## src/rtl/fabric_arbiter.sv

```systemverilog
// fabric_arbiter: shares one single-outstanding OCP slave port between an
// instruction master and a data master (round-robin or data-priority).
`ifndef ADDR_WIDTH
`define ADDR_WIDTH 32
`endif
`ifndef DATA_WIDTH
`define DATA_WIDTH 32
`endif
`ifndef BEN_WIDTH
`define BEN_WIDTH 4
`endif
`ifndef OCP_CMD_IDLE
`define OCP_CMD_IDLE 3'b000
`endif
`ifndef OCP_RESP_NULL
`define OCP_RESP_NULL 2'b00
`endif

module fabric_arbiter #(
   parameter int PRIO_MODE    = 0,
   parameter int STARVE_LIMIT = 4
) (
   input  logic                   clk,
   input  logic                   nrst,
   input  logic [`ADDR_WIDTH-1:0] i_I_MAddr,
   input  logic [2:0]             i_I_MCmd,
   input  logic [`DATA_WIDTH-1:0] i_I_MData,
   input  logic [`BEN_WIDTH-1:0]  i_I_MByteEn,
   output logic                   o_I_SCmdAccept,
   output logic [`DATA_WIDTH-1:0] o_I_SData,
   output logic [1:0]             o_I_SResp,
   input  logic [`ADDR_WIDTH-1:0] i_D_MAddr,
   input  logic [2:0]             i_D_MCmd,
   input  logic [`DATA_WIDTH-1:0] i_D_MData,
   input  logic [`BEN_WIDTH-1:0]  i_D_MByteEn,
   output logic                   o_D_SCmdAccept,
   output logic [`DATA_WIDTH-1:0] o_D_SData,
   output logic [1:0]             o_D_SResp,
   output logic [`ADDR_WIDTH-1:0] o_P_MAddr,
   output logic [2:0]             o_P_MCmd,
   output logic [`DATA_WIDTH-1:0] o_P_MData,
   output logic [`BEN_WIDTH-1:0]  o_P_MByteEn,
   input  logic                   i_P_SCmdAccept,
   input  logic [`DATA_WIDTH-1:0] i_P_SData,
   input  logic [1:0]             i_P_SResp,
   output logic [1:0]             o_grant
);

   typedef enum logic [4:0] {
      ST_IDLE  = 5'b00001,
      ST_GNT_I = 5'b00010,
      ST_GNT_D = 5'b00100,
      ST_RSP_I = 5'b01000,
      ST_RSP_D = 5'b10000
   } state_t;

   localparam logic [3:0] LIMIT = 4'(STARVE_LIMIT);

   state_t     state_q, state_d;
   logic       last_d_q, last_d_d;
   logic [3:0] starve_q, starve_d;
   logic       i_pend, d_pend, rsp_valid, tie_to_i;

   function automatic logic [3:0] sat_inc4(input logic [3:0] v);
      return (v == 4'hF) ? v : v + 4'd1;
   endfunction

   assign i_pend    = (i_I_MCmd != `OCP_CMD_IDLE);
   assign d_pend    = (i_D_MCmd != `OCP_CMD_IDLE);
   assign rsp_valid = (i_P_SResp != `OCP_RESP_NULL);
   // On a tie, round-robin favours whoever was not served last; priority mode
   // favours D until it has starved I for LIMIT consecutive grants.
   assign tie_to_i  = (PRIO_MODE == 0) ? last_d_q : (starve_q == LIMIT);

   always_ff @(posedge clk or negedge nrst) begin
      if (!nrst) begin
         state_q  <= ST_IDLE;
         last_d_q <= 1'b1;
         starve_q <= 4'd0;
      end else begin
         state_q  <= state_d;
         last_d_q <= last_d_d;
         starve_q <= starve_d;
      end
   end

   always_comb begin
      state_d  = state_q;
      last_d_d = last_d_q;
      starve_d = starve_q;
      unique case (state_q)
         ST_IDLE: begin
            if (i_pend && (!d_pend || tie_to_i)) begin
               state_d  = ST_GNT_I;
               last_d_d = 1'b0;
               starve_d = 4'd0;
            end else if (d_pend) begin
               state_d  = ST_GNT_D;
               last_d_d = 1'b1;
               starve_d = i_pend ? sat_inc4(starve_q) : 4'd0;
            end else begin
               starve_d = 4'd0;
            end
         end
         ST_GNT_I: if (i_P_SCmdAccept) state_d = rsp_valid ? ST_IDLE : ST_RSP_I;
         ST_GNT_D: if (i_P_SCmdAccept) state_d = rsp_valid ? ST_IDLE : ST_RSP_D;
         ST_RSP_I: if (rsp_valid) state_d = ST_IDLE;
         ST_RSP_D: if (rsp_valid) state_d = ST_IDLE;
         default:  state_d = ST_IDLE;
      endcase
   end

   always_comb begin
      o_P_MAddr      = '0;
      o_P_MCmd       = `OCP_CMD_IDLE;
      o_P_MData      = '0;
      o_P_MByteEn    = '0;
      o_I_SCmdAccept = !i_pend;
      o_D_SCmdAccept = !d_pend;
      o_I_SData      = '0;
      o_I_SResp      = `OCP_RESP_NULL;
      o_D_SData      = '0;
      o_D_SResp      = `OCP_RESP_NULL;
      unique case (state_q)
         ST_GNT_I: begin
            o_P_MAddr      = i_I_MAddr;
            o_P_MCmd       = i_I_MCmd;
            o_P_MData      = i_I_MData;
            o_P_MByteEn    = i_I_MByteEn;
            o_I_SCmdAccept = i_P_SCmdAccept;
            o_I_SData      = i_P_SData;
            o_I_SResp      = i_P_SResp;
         end
         ST_GNT_D: begin
            o_P_MAddr      = i_D_MAddr;
            o_P_MCmd       = i_D_MCmd;
            o_P_MData      = i_D_MData;
            o_P_MByteEn    = i_D_MByteEn;
            o_D_SCmdAccept = i_P_SCmdAccept;
            o_D_SData      = i_P_SData;
            o_D_SResp      = i_P_SResp;
         end
         ST_RSP_I: begin
            o_I_SData = i_P_SData;
            o_I_SResp = i_P_SResp;
         end
         ST_RSP_D: begin
            o_D_SData = i_P_SData;
            o_D_SResp = i_P_SResp;
         end
         default: ;
      endcase
   end

   assign o_grant = {(state_q == ST_GNT_D) || (state_q == ST_RSP_D),
                     (state_q == ST_GNT_I) || (state_q == ST_RSP_I)};

endmodule

```

## config.mk

```make
export PLATFORM = sky130hd
export DESIGN_NAME = fabric_arbiter
export DESIGN_NICKNAME = d
export VERILOG_FILES = /design/src/rtl/fabric_arbiter.sv
export SDC_FILE = /design/constraint.sdc
export NUM_CORES = 1
export LEC_CHECK = 0
export BUFFER_PORTS_ARGS = -buffer_cell sky130_fd_sc_hd__buf_2
export CORE_AREA = 2 2 126 128
export CTS_BUF_LIST = sky130_fd_sc_hd__clkbuf_8
export CTS_CLUSTER_DIAMETER = 200
export DETAILED_ROUTE_END_ITERATION = 16
export DIE_AREA = 0 0 128 130
export PLACE_DENSITY = 0.52
export RECOVER_POWER = 100
export SLEW_MARGIN = 20
export SYNTH_ARGS = -nofsm -noshare
export SYNTH_HDL_FRONTEND = slang
export SYNTH_SLANG_ARGS = --single-unit
```

## constraint.sdc

```tcl
create_clock -name clk -period 1.8 [get_ports clk]
set_clock_uncertainty 0.15 [all_clocks]
set_input_delay 0.36 -clock clk [delete_from_list [all_inputs] [get_ports clk]]
set_output_delay 0.36 -clock clk [all_outputs]
set_load 0.02 [all_outputs]
```

==> results of run 1 <==
registers in the layout (all words and copies together) (netlist names):
register	flops
state_q	5
last_d_q	1
worst min-delay path by stage:
stage,start,end,slack [ns],cells after the start
after floorplan,nrst,state_q[1],-0.09,0
after global placement,nrst,state_q[2],0.04,1
after detailed placement,nrst,state_q[2],0.04,1
after CTS,i_P_SResp[0],state_q[3],0.26,2
after global routing,i_P_SResp[0],state_q[3],0.26,2
final,i_P_SResp[0],state_q[3],0.24,2
routing by layer:
metal  global-route usage [%]  up-vias
met5                        0        -
met4                     1.68        0
met3                     1.48        6
met2                     20.5      171
met1                     14.7     1479
li1                         -     1497
layout by cell type, fill, tap and decap left out, drive strengths merged, types with 3 or more instances in the layout:
cell type	n
buf	361
o21ai	4
nor2	8
a22o	71
nand2	5
and3	4
inv	3
clkbuf	10
dfrtp	4
and2	68
cells by family after synthesis:
group / Yosys count / share of synthesized area (%)
AOI/OAI and AO/OA: 83 / 42.1
xor gates and xnor gates: 3 / 1.58
buffers and inverters: 27 / 12.7
DFF: 6 / 9.15
and+or+nand+nor: 94 / 34.5
cell type report:
type,count,area (µm²)
fillers,1584,10200
repair buffers,369,3150
multi-input cells,180,1640
well taps,192,240
flip-flops and latches,6,155
clock buffers,3,41.3
inverters,3,11.3
where the power goes:
group | leakage (nW) | internal [W] | total (W) | switching (W)
clock network | 0.0216 | 0.000143 | 0.000198 | 0.0000546
registers | 0.0721 | 0.000202 | 0.000260 | 0.0000583
logic | 2.65 | 0.00282 | 0.00527 | 0.00245
total | 2.74 | 0.00316 | 0.00573 | 0.00257
through the flow:
stage | utilization (%) | cell area [µm²] | worst slack (ns) | total power, W
floorplan | - | 1880 | -0.0768 | 0.00261
finish | 33.9 | 5230 | -0.401 | 0.00573
global placement | 24.2 | 3730 | -0.211 | 0.00374
CTS | 28.1 | 4340 | -0.382 | 0.00468
global route | 33.9 | 5230 | -0.460 | 0.00602
detailed placement | 24.2 | 3730 | -0.194 | 0.00372
worst max-delay path: stages (launching register included):
cell and delay, ns:
dfstp_2 0.54, nor2_1 0.05, and3_4 0.24, buf_6 0.15
clkbuf_16 0.16, a22o_1 0.20, buf_6 0.13
repair_timing:
| item | CTS | global route |
|---|---|---|
| pin swaps | 6 | 46 |
| hold endpoints to repair | 4 | 0 |
| hold buffers | 1 | 0 |
| resized for setup | 131 | 199 |
| setup endpoints to repair | 143 | 144 |
| cloned | 5 | 9 |
| setup buffers | 3 | 8 |
==> results.sh, run 1 <==
export IMPL_yosysTopAreaCell="a22o_1"
export IMPL_drive_gt1_share_pct=78.8
export IMPL_start_util_pct=10.8
export IMPL_die_width_um=128
export IMPL_async_reset_ff_share_pct=100
export IMPL_synth_top_cell_area_share_pct=37.3
export IMPL_synth_warnings=0
export IMPL_overflow=0
export IMPL_r2r_slack_ns=0.04
export IMPL_antenna_found_initial=0
export IMPL_critPathMaxFanout=7
export IMPL_grt_pass1_vias=2595
export IMPL_nets=742
export IMPL_stdcell_count=753
export IMPL_vias=3153
export IMPL_row_count=46
export IMPL_critPathKind="flop to output port"
export IMPL_grt_pass1_wl_um=14500
export IMPL_syn_avg_cell_area_um2=7.83
export IMPL_slew_headroom_pct=77.5
export IMPL_wl_per_cell_um=17.4
export IMPL_synth_cells=213
export IMPL_timing_hold_ws_ns=0.243
export IMPL_fin_ws_ns=-0.401
export IMPL_end_kind="output port"
export IMPL_synth_edf_count=0
export IMPL_rr_worst_depth=7
export IMPL_r2r_start="state_q[2]"
export IMPL_worstSetupStartpointType="flop"
export IMPL_leakage_nw=2.74
export IMPL_powerDensity_mw_per_mm2=1090
export IMPL_mappedNetlistArea_mm2=0.00167
export IMPL_routed_via_density=4.19
export IMPL_tightest_slew_ns=0.338
export IMPL_top_layer="met4"
export IMPL_yosysUniqueCellTypes=30
export IMPL_area_delta_synth_final_pct=214
export IMPL_max_freq_mhz=454
export IMPL_r2r_end="state_q[3]"
export IMPL_min_path_type="input port to flop"
export IMPL_fp_coreArea_mm2=0.0154
export IMPL_synth_flop_cell="dfrtp_1"
export IMPL_grt_total_usage_pct=11.3
export IMPL_violations="negative setup slack"
export IMPL_clock_root_buffer="clkbuf_8"
export IMPL_num_antenna_cells=0
export IMPL_wl_met3_um=779
export IMPL_tritoncts="built"
export IMPL_first_pass_iters=4
export IMPL_ys_top_cells_by_area="a22o_1, and2_1, buf_6, dfrtp_1, buf_4"
export IMPL_antenna_left=0
export IMPL_dp_hpwl_um=8490
export IMPL_crit_end="o_P_MAddr[22]"
export IMPL_cts_made_buffers=3
export IMPL_die_area_mm2=0.0166
export IMPL_drc_errors=0
export IMPL_required_ns=1.29
export IMPL_wl_um=13100
export IMPL_ys_seq_elements=6
export IMPL_seq_area_frac_synth_pct=9.15
export IMPL_rsz0062_at_grt="true"
export IMPL_clkTransAtPathRegs_ns=0.04
export IMPL_grt_max_degree=36
export IMPL_fp_dieH_um=130
export IMPL_io_pins=322
export IMPL_finalCriticalPeriod_ns=2.20
export IMPL_wl_met1_um=5350
export IMPL_cp_arrival_ns=1.69
export IMPL_netlist_top_cells_count="a22o_1, and2_1, buf_6"
export IMPL_startpoint="state_q[0]"
export IMPL_finalHoldViolations=0
export IMPL_insertion_delay_ns=0.22
export IMPL_fin_crit_sh_pct=122
export IMPL_setup_tns_ns=-49.99
export IMPL_synthesis_nets=392
export IMPL_synth_most_common_cell="a22o_1"
export IMPL_cts_path_max_buffers=2
export IMPL_max_cap_viol_count=0
export IMPL_cts_sinks=6
export IMPL_portBuffers=321
export IMPL_slew_violations=0
export IMPL_vdd_drop_max_mv=0.545
export IMPL_dp_cells=724
export IMPL_drt_iter0_drc=119
export IMPL_gp_congestion=0.736
export IMPL_setup_viol=143
export IMPL_outcome="complete, but fails checks"
export IMPL_htreeDepth=1
export IMPL_route_met2_wl_um=6930
No activity file was read; power rests on OpenSTA's default activity.
==> run 2: changes to the inputs <==
--- a/config.mk
+++ b/config.mk
@@ -6,12 +6,12 @@
 export NUM_CORES = 1
 export LEC_CHECK = 0
 export BUFFER_PORTS_ARGS = -buffer_cell sky130_fd_sc_hd__buf_2
-export CORE_AREA = 2 2 126 128
+export CORE_AREA = 2 2 125 127
 export CTS_BUF_LIST = sky130_fd_sc_hd__clkbuf_8
 export CTS_CLUSTER_DIAMETER = 200
 export DETAILED_ROUTE_END_ITERATION = 16
-export DIE_AREA = 0 0 128 130
-export PLACE_DENSITY = 0.52
+export DIE_AREA = 0 0 127 129
+export PLACE_DENSITY = 0.51
 export RECOVER_POWER = 100
 export SLEW_MARGIN = 20
 export SYNTH_ARGS = -nofsm -noshare
==> constraint.sdc (replaced) <==
create_clock -name clk -period 2.55 [get_ports clk]
set_clock_uncertainty 0.15 [all_clocks]
set_input_delay 0.255 -clock clk [delete_from_list [all_inputs] [get_ports clk]]
set_output_delay 0.255 -clock clk [all_outputs]
set_load 0.02 [all_outputs]
==> run 2 against run 1 <==
Non-clock buffer count decreased by 41. Via count decreased by 11%. Critical path depth decreased by 1. Total power decreased by 57%. Global-route usage decreased by 1.2 points. The flow now finishes without violations. Critical endpoint is now o_P_MAddr[16]. Hold slack got worse by 0.11 ns. Combinational power decreased by 60%. Final area decreased by 36%. Die area decreased by 1.5%. Largest cell class unchanged. Clock power decreased by 26%.
==> results.sh, run 2 (synthesized netlist as in run 1, its figures left out) <==
export IMPL_die_width_um=127
export IMPL_insertion_delay_ns=0.22
export IMPL_cts_sinks=6
export IMPL_slew_headroom_pct=63.4
export IMPL_setup_tns_ns=0
export IMPL_cp_arrival_ns=2.00
export IMPL_final_cell_mix="buf_2, a22o_1, clkbuf_2"
export IMPL_gp_congestion=0.702
export IMPL_grt_max_degree=63
export IMPL_tritoncts="built"
export IMPL_vias=2816
export IMPL_cts_made_buffers=3
export IMPL_post_route_util_pct=22.5
export IMPL_grt_total_usage_pct=10.1
export IMPL_end_kind="output port"
export IMPL_cts_setup_buffers=0
export IMPL_timing_hold_ws_ns=0.133
export IMPL_clkTransAtPathRegs_ns=0.04
export IMPL_die_area_mm2=0.0164
export IMPL_portBuffers=321
export IMPL_cts_path_max_buffers=2
export IMPL_max_freq_mhz=416
export IMPL_grt_pass1_wl_um=13300
export IMPL_detailedPlace_worstSlack_ns=0.411
export IMPL_num_antenna_cells=0
export IMPL_dp_cells=704
export IMPL_vdd_drop_max_mv=0.398
export IMPL_start_util_pct=11.1
export IMPL_critPathKind="flop to output port"
export IMPL_worstSetupStartpointType="flop"
export IMPL_stdcell_count=709
export IMPL_htreeDepth=1
export IMPL_critPathMaxFanout=62
export IMPL_drt_iter0_drc=145
export IMPL_nets=701
export IMPL_holdBufCountCts=1
export IMPL_min_path_type="input port to flop"
export IMPL_fp_coreArea_mm2=0.0150
export IMPL_fin_crit_sh_pct=94.4
export IMPL_antenna_left=0
export IMPL_drc_errors=0
export IMPL_antenna_found_initial=1
export IMPL_io_pins=322
export IMPL_wl_per_cell_um=13.9
export IMPL_first_pass_iters=4
export IMPL_max_cap_viol_count=0
export IMPL_fin_ws_ns=0.144
export IMPL_clock_root_buffer="clkbuf_8"
export IMPL_final_common_cell="buf_2"
export IMPL_setup_viol=0
export IMPL_area_delta_synth_final_pct=102
export IMPL_cts_repair_resized=0
export IMPL_finalCriticalPeriod_ns=2.41
export IMPL_top_regs="state_q (5), last_d_q (1)"
export IMPL_powerDensity_mw_per_mm2=728
export IMPL_routed_via_density=3.97
export IMPL_required_ns=2.14
export IMPL_drive_gt1_share_pct=54.3
export IMPL_outcome="completed"
export IMPL_overflow=0
export IMPL_leakage_nw=1.86
export IMPL_tightest_slew_ns=0.549
export IMPL_largest_reg_flops=5
export IMPL_slew_violations=0
export IMPL_regMostFlops="state_q"
export IMPL_dp_hpwl_um=8330
export IMPL_grt_pass1_vias=2424
export IMPL_row_count=45
export IMPL_finalHoldViolations=0
export IMPL_fp_dieH_um=129
export IMPL_wl_um=9870
export IMPL_rsz0062_at_grt="false"
run 2: cell types whose count changed in the layout (fill, tap and decap cells not counted), moves of 7 or more:
cell,change
clkbuf_1,+52
and2_4,-35
buf_6,-130
buf_2,+21
buf_12,-7
and2_1,+13
clkbuf_2,+67
and2_0,+22
buf_4,-29
a22o_4,-22
a22o_1,+22
run 2: routing by layer:
metal	vias up	wire length, µm	global-route usage, %
met2	156	5020	17.9
met4	2	21	1.36
li1	1408	-	-
met3	4	763	1.75
met5	-	11	0
met1	1246	4050	13.2
run 2: path summary, 6_finish.rpt:
path	startpoint	to	slack, ns	cells after the start
max	state_q[3]	o_P_MAddr[16]	0.14	5
min	i_P_SCmdAccept	state_q[1]	0.13	2
max reg2reg	state_q[2]	state_q[3]	0.70	5
min reg2reg	last_d_q	last_d_q	0.39	2
max in group asynchronous	nrst	state_q[0]	1.67	2
min in group asynchronous	nrst	state_q[3]	0.29	2
run 2: area by class of cell:
class / instances / area, µm²
Timing Repair Buffer: 328 / 1620
Fill cell: 1721 / 11600
Sequential cell: 6 / 153
Tap cell: 188 / 235
Clock inverter: 1 / 3.75
Clock buffer: 3 / 41.3
Inverter: 3 / 11.3
Multi-Input combinational cell: 180 / 1310
run 2: power breakdown:
| group | leakage (nW) | internal [W] | switching, W |
|---|---|---|---|
| clock | 0.0269 | 0.000104 | 0.0000426 |
| combinational | 1.75 | 0.000778 | 0.00132 |
| sequential | 0.0751 | 0.000142 | 0.0000623 |
| total | 1.86 | 0.00102 | 0.00143 |
run 2: worst max-delay path, cell delays in order, from the launching register on:
cell      delay (ns)
dfrtp_1         0.45
nor2_2          0.20
and3_2          0.39
buf_12          0.30
a22o_1          0.17
clkbuf_1        0.24
run 2: stage by stage:
step | cell area (µm²) | total power [W]
global placement | 3380 | 0.00237
finish | 3360 | 0.00245
CTS | 3440 | 0.00251
global route | 3360 | 0.00263
detailed placement | 3380 | 0.00235
floorplan | 1670 | 0.00169
==> run 3: changes to the inputs <==
--- a/config.mk
+++ b/config.mk
@@ -6,12 +6,14 @@
 export NUM_CORES = 1
 export LEC_CHECK = 0
 export BUFFER_PORTS_ARGS = -buffer_cell sky130_fd_sc_hd__buf_2
+export CAP_MARGIN = 15
 export CORE_AREA = 2 2 125 127
 export CTS_BUF_LIST = sky130_fd_sc_hd__clkbuf_8
 export CTS_CLUSTER_DIAMETER = 200
+export CTS_CLUSTER_SIZE = 14
 export DETAILED_ROUTE_END_ITERATION = 16
 export DIE_AREA = 0 0 127 129
-export PLACE_DENSITY = 0.51
+export PLACE_DENSITY = 0.41
 export RECOVER_POWER = 100
 export SLEW_MARGIN = 20
 export SYNTH_ARGS = -nofsm -noshare
==> run 3 against run 2 <==
Non-clock buffer count shrank 2. Total power shrank 1.0%. Final cell count grew 0.14%. Hold slack gained 0.0048 ns. Global-route usage is essentially flat. Die area is the same. Critical path type unchanged. Largest power group unchanged.
==> results.sh, run 3 (synthesized netlist as in run 1, its figures left out) <==
export IMPL_place_area_mm2=0.00337
export IMPL_slew_headroom_pct=64.7
export IMPL_clock_root_buffer="clkbuf_8"
export IMPL_fp_dieH_um=129
export IMPL_area_delta_synth_final_pct=101
export IMPL_fp_coreArea_mm2=0.0150
export IMPL_grt_max_degree=76
export IMPL_top_regs="state_q (5), last_d_q (1)"
export IMPL_overflow=0
export IMPL_vdd_drop_max_mv=0.214
export IMPL_grtUsageMet3_pct=2.29
export IMPL_critPathMaxFanout=46
export IMPL_cts_repair_resized=0
export IMPL_max_cap_viol_count=0
export IMPL_powerDensity_mw_per_mm2=722
export IMPL_grt_pass1_wl_um=13400
export IMPL_final_cell_mix="buf_2, a22o_1, clkbuf_2"
export IMPL_routed_via_density=4.12
export IMPL_cts_sinks=6
export IMPL_stdcell_area_mm2=0.00336
export IMPL_grt_pass1_vias=2586
export IMPL_post_route_util_pct=22.4
export IMPL_die_area_mm2=0.0164
export IMPL_regMostFlops="state_q"
export IMPL_clkTransAtPathRegs_ns=0.04
export IMPL_htreeDepth=1
export IMPL_max_freq_mhz=415
export IMPL_leakage_nw=1.85
export IMPL_wl_per_cell_um=13.8
export IMPL_rsz0062_at_grt="false"
export IMPL_drc_errors=0
export IMPL_first_pass_iters=4
export IMPL_stdcell_count=710
export IMPL_die_width_um=127
export IMPL_nets=699
export IMPL_largest_reg_flops=5
export IMPL_drt_iter0_drc=131
export IMPL_slew_violations=0
export IMPL_setup_tns_ns=0
export IMPL_outcome="completed"
export IMPL_vias=2928
export IMPL_grt_util_met1_pct=11.1
export IMPL_cp_arrival_ns=2.00
export IMPL_required_ns=2.14
export IMPL_start_util_pct=11.1
export IMPL_cts_path_max_buffers=2
export IMPL_tightest_slew_ns=0.529
export IMPL_finalHoldViolations=0
export IMPL_insertion_delay_ns=0.22
export IMPL_antenna_left=0
export IMPL_finalCriticalPeriod_ns=2.41
export IMPL_antenna_found_initial=3
export IMPL_grt_busiest_layer="met2"
export IMPL_setup_viol=0
export IMPL_min_path_type="input port to flop"
export IMPL_wl_um=9790
export IMPL_row_count=45
export IMPL_drive_gt1_share_pct=54.1
export IMPL_fin_crit_sh_pct=94.5
export IMPL_dp_cells=702
export IMPL_grt_total_usage_pct=10.1
export IMPL_grt_met2_usage_pct=19.7
export IMPL_critPathKind="flop to output port"
export IMPL_final_common_cell="buf_2"
export IMPL_io_pins=322
export IMPL_dp_hpwl_um=8430
export IMPL_worstSetupStartpointType="flop"
export IMPL_cts_made_buffers=3
export IMPL_end_kind="output port"
export IMPL_portBuffers=321
export IMPL_tritoncts="built"
export IMPL_gp_congestion=0.746
[run 3: cell count changes in the layout (fill, tap and decap cells not counted)]
cell / before / now
buf_4: 2 / 0
diode_2: 0 / 3
and2_0: 22 / 18
and2_1: 46 / 50
buf_2: 203 / 199
clkbuf_2: 67 / 71
[run 3: final timing paths]
path	from	end	slack, ns	cells after the start
worst min-delay path	i_P_SCmdAccept	state_q[1]	0.14	2
worst min register to register	last_d_q	last_d_q	0.39	1
worst max register to register	state_q[3]	state_q[3]	0.79	4
min in group asynchronous	nrst	state_q[1]	0.29	2
worst max-delay path	state_q[3]	o_P_MAddr[19]	0.14	5
max in group asynchronous	nrst	state_q[0]	1.66	2
[run 3: through the flow]
step / hold slack [ns] / setup slack (ns) / power [W]
4_1_cts: 0.138 / 0.154 / 0.00249
2_1_floorplan: -0.191 / 0.680 / 0.00169
3_5_place_dp: -0.0619 / 0.390 / 0.00233
5_1_grt: 0.156 / 0.00955 / 0.00260
3_3_place_gp: -0.0612 / 0.417 / 0.00233
6_report: 0.138 / 0.141 / 0.00242
[run 3: power breakdown]
part / internal [W] / leakage (nW) / total (W) / switching [W]
Combinational: 0.000767 / 1.74 / 0.00208 / 0.00131
Clock: 0.000104 / 0.0269 / 0.000146 / 0.0000425
Sequential: 0.000142 / 0.0751 / 0.000198 / 0.0000565
[run 3: cell type report]
| class | instances | area, µm² |
|---|---|---|
| flip-flops and latches | 6 | 153 |
| well taps | 188 | 235 |
| multi-input cells | 180 | 1310 |
| diodes | 3 | 7.51 |
| clock inverters | 1 | 3.75 |
| repair buffers | 326 | 1600 |
| inverters | 3 | 11.3 |
| clock buffers | 3 | 41.3 |
| fillers | 1690 | 11600 |
[run 3: repair_timing]
item,in CTS,in global routing
setup buffers,0,0
endpoints found under the hold margin,6,0
hold buffers,1,0
[run 3: worst max-delay path, stage by stage (launching register included)]
cell,delay (ns)
dfrtp_1,0.45
nor2_2,0.19
and3_4,0.44
buf_12,0.26
a22o_1,0.22
buf_2,0.18
[run 3: layer usage]
metal / vias to the layer above / part of all wire, %
met5: - / 0
met4: 0 / 0.93
met3: 7 / 9.4
met2: 183 / 53
met1: 1329 / 36
li1: 1409 / -
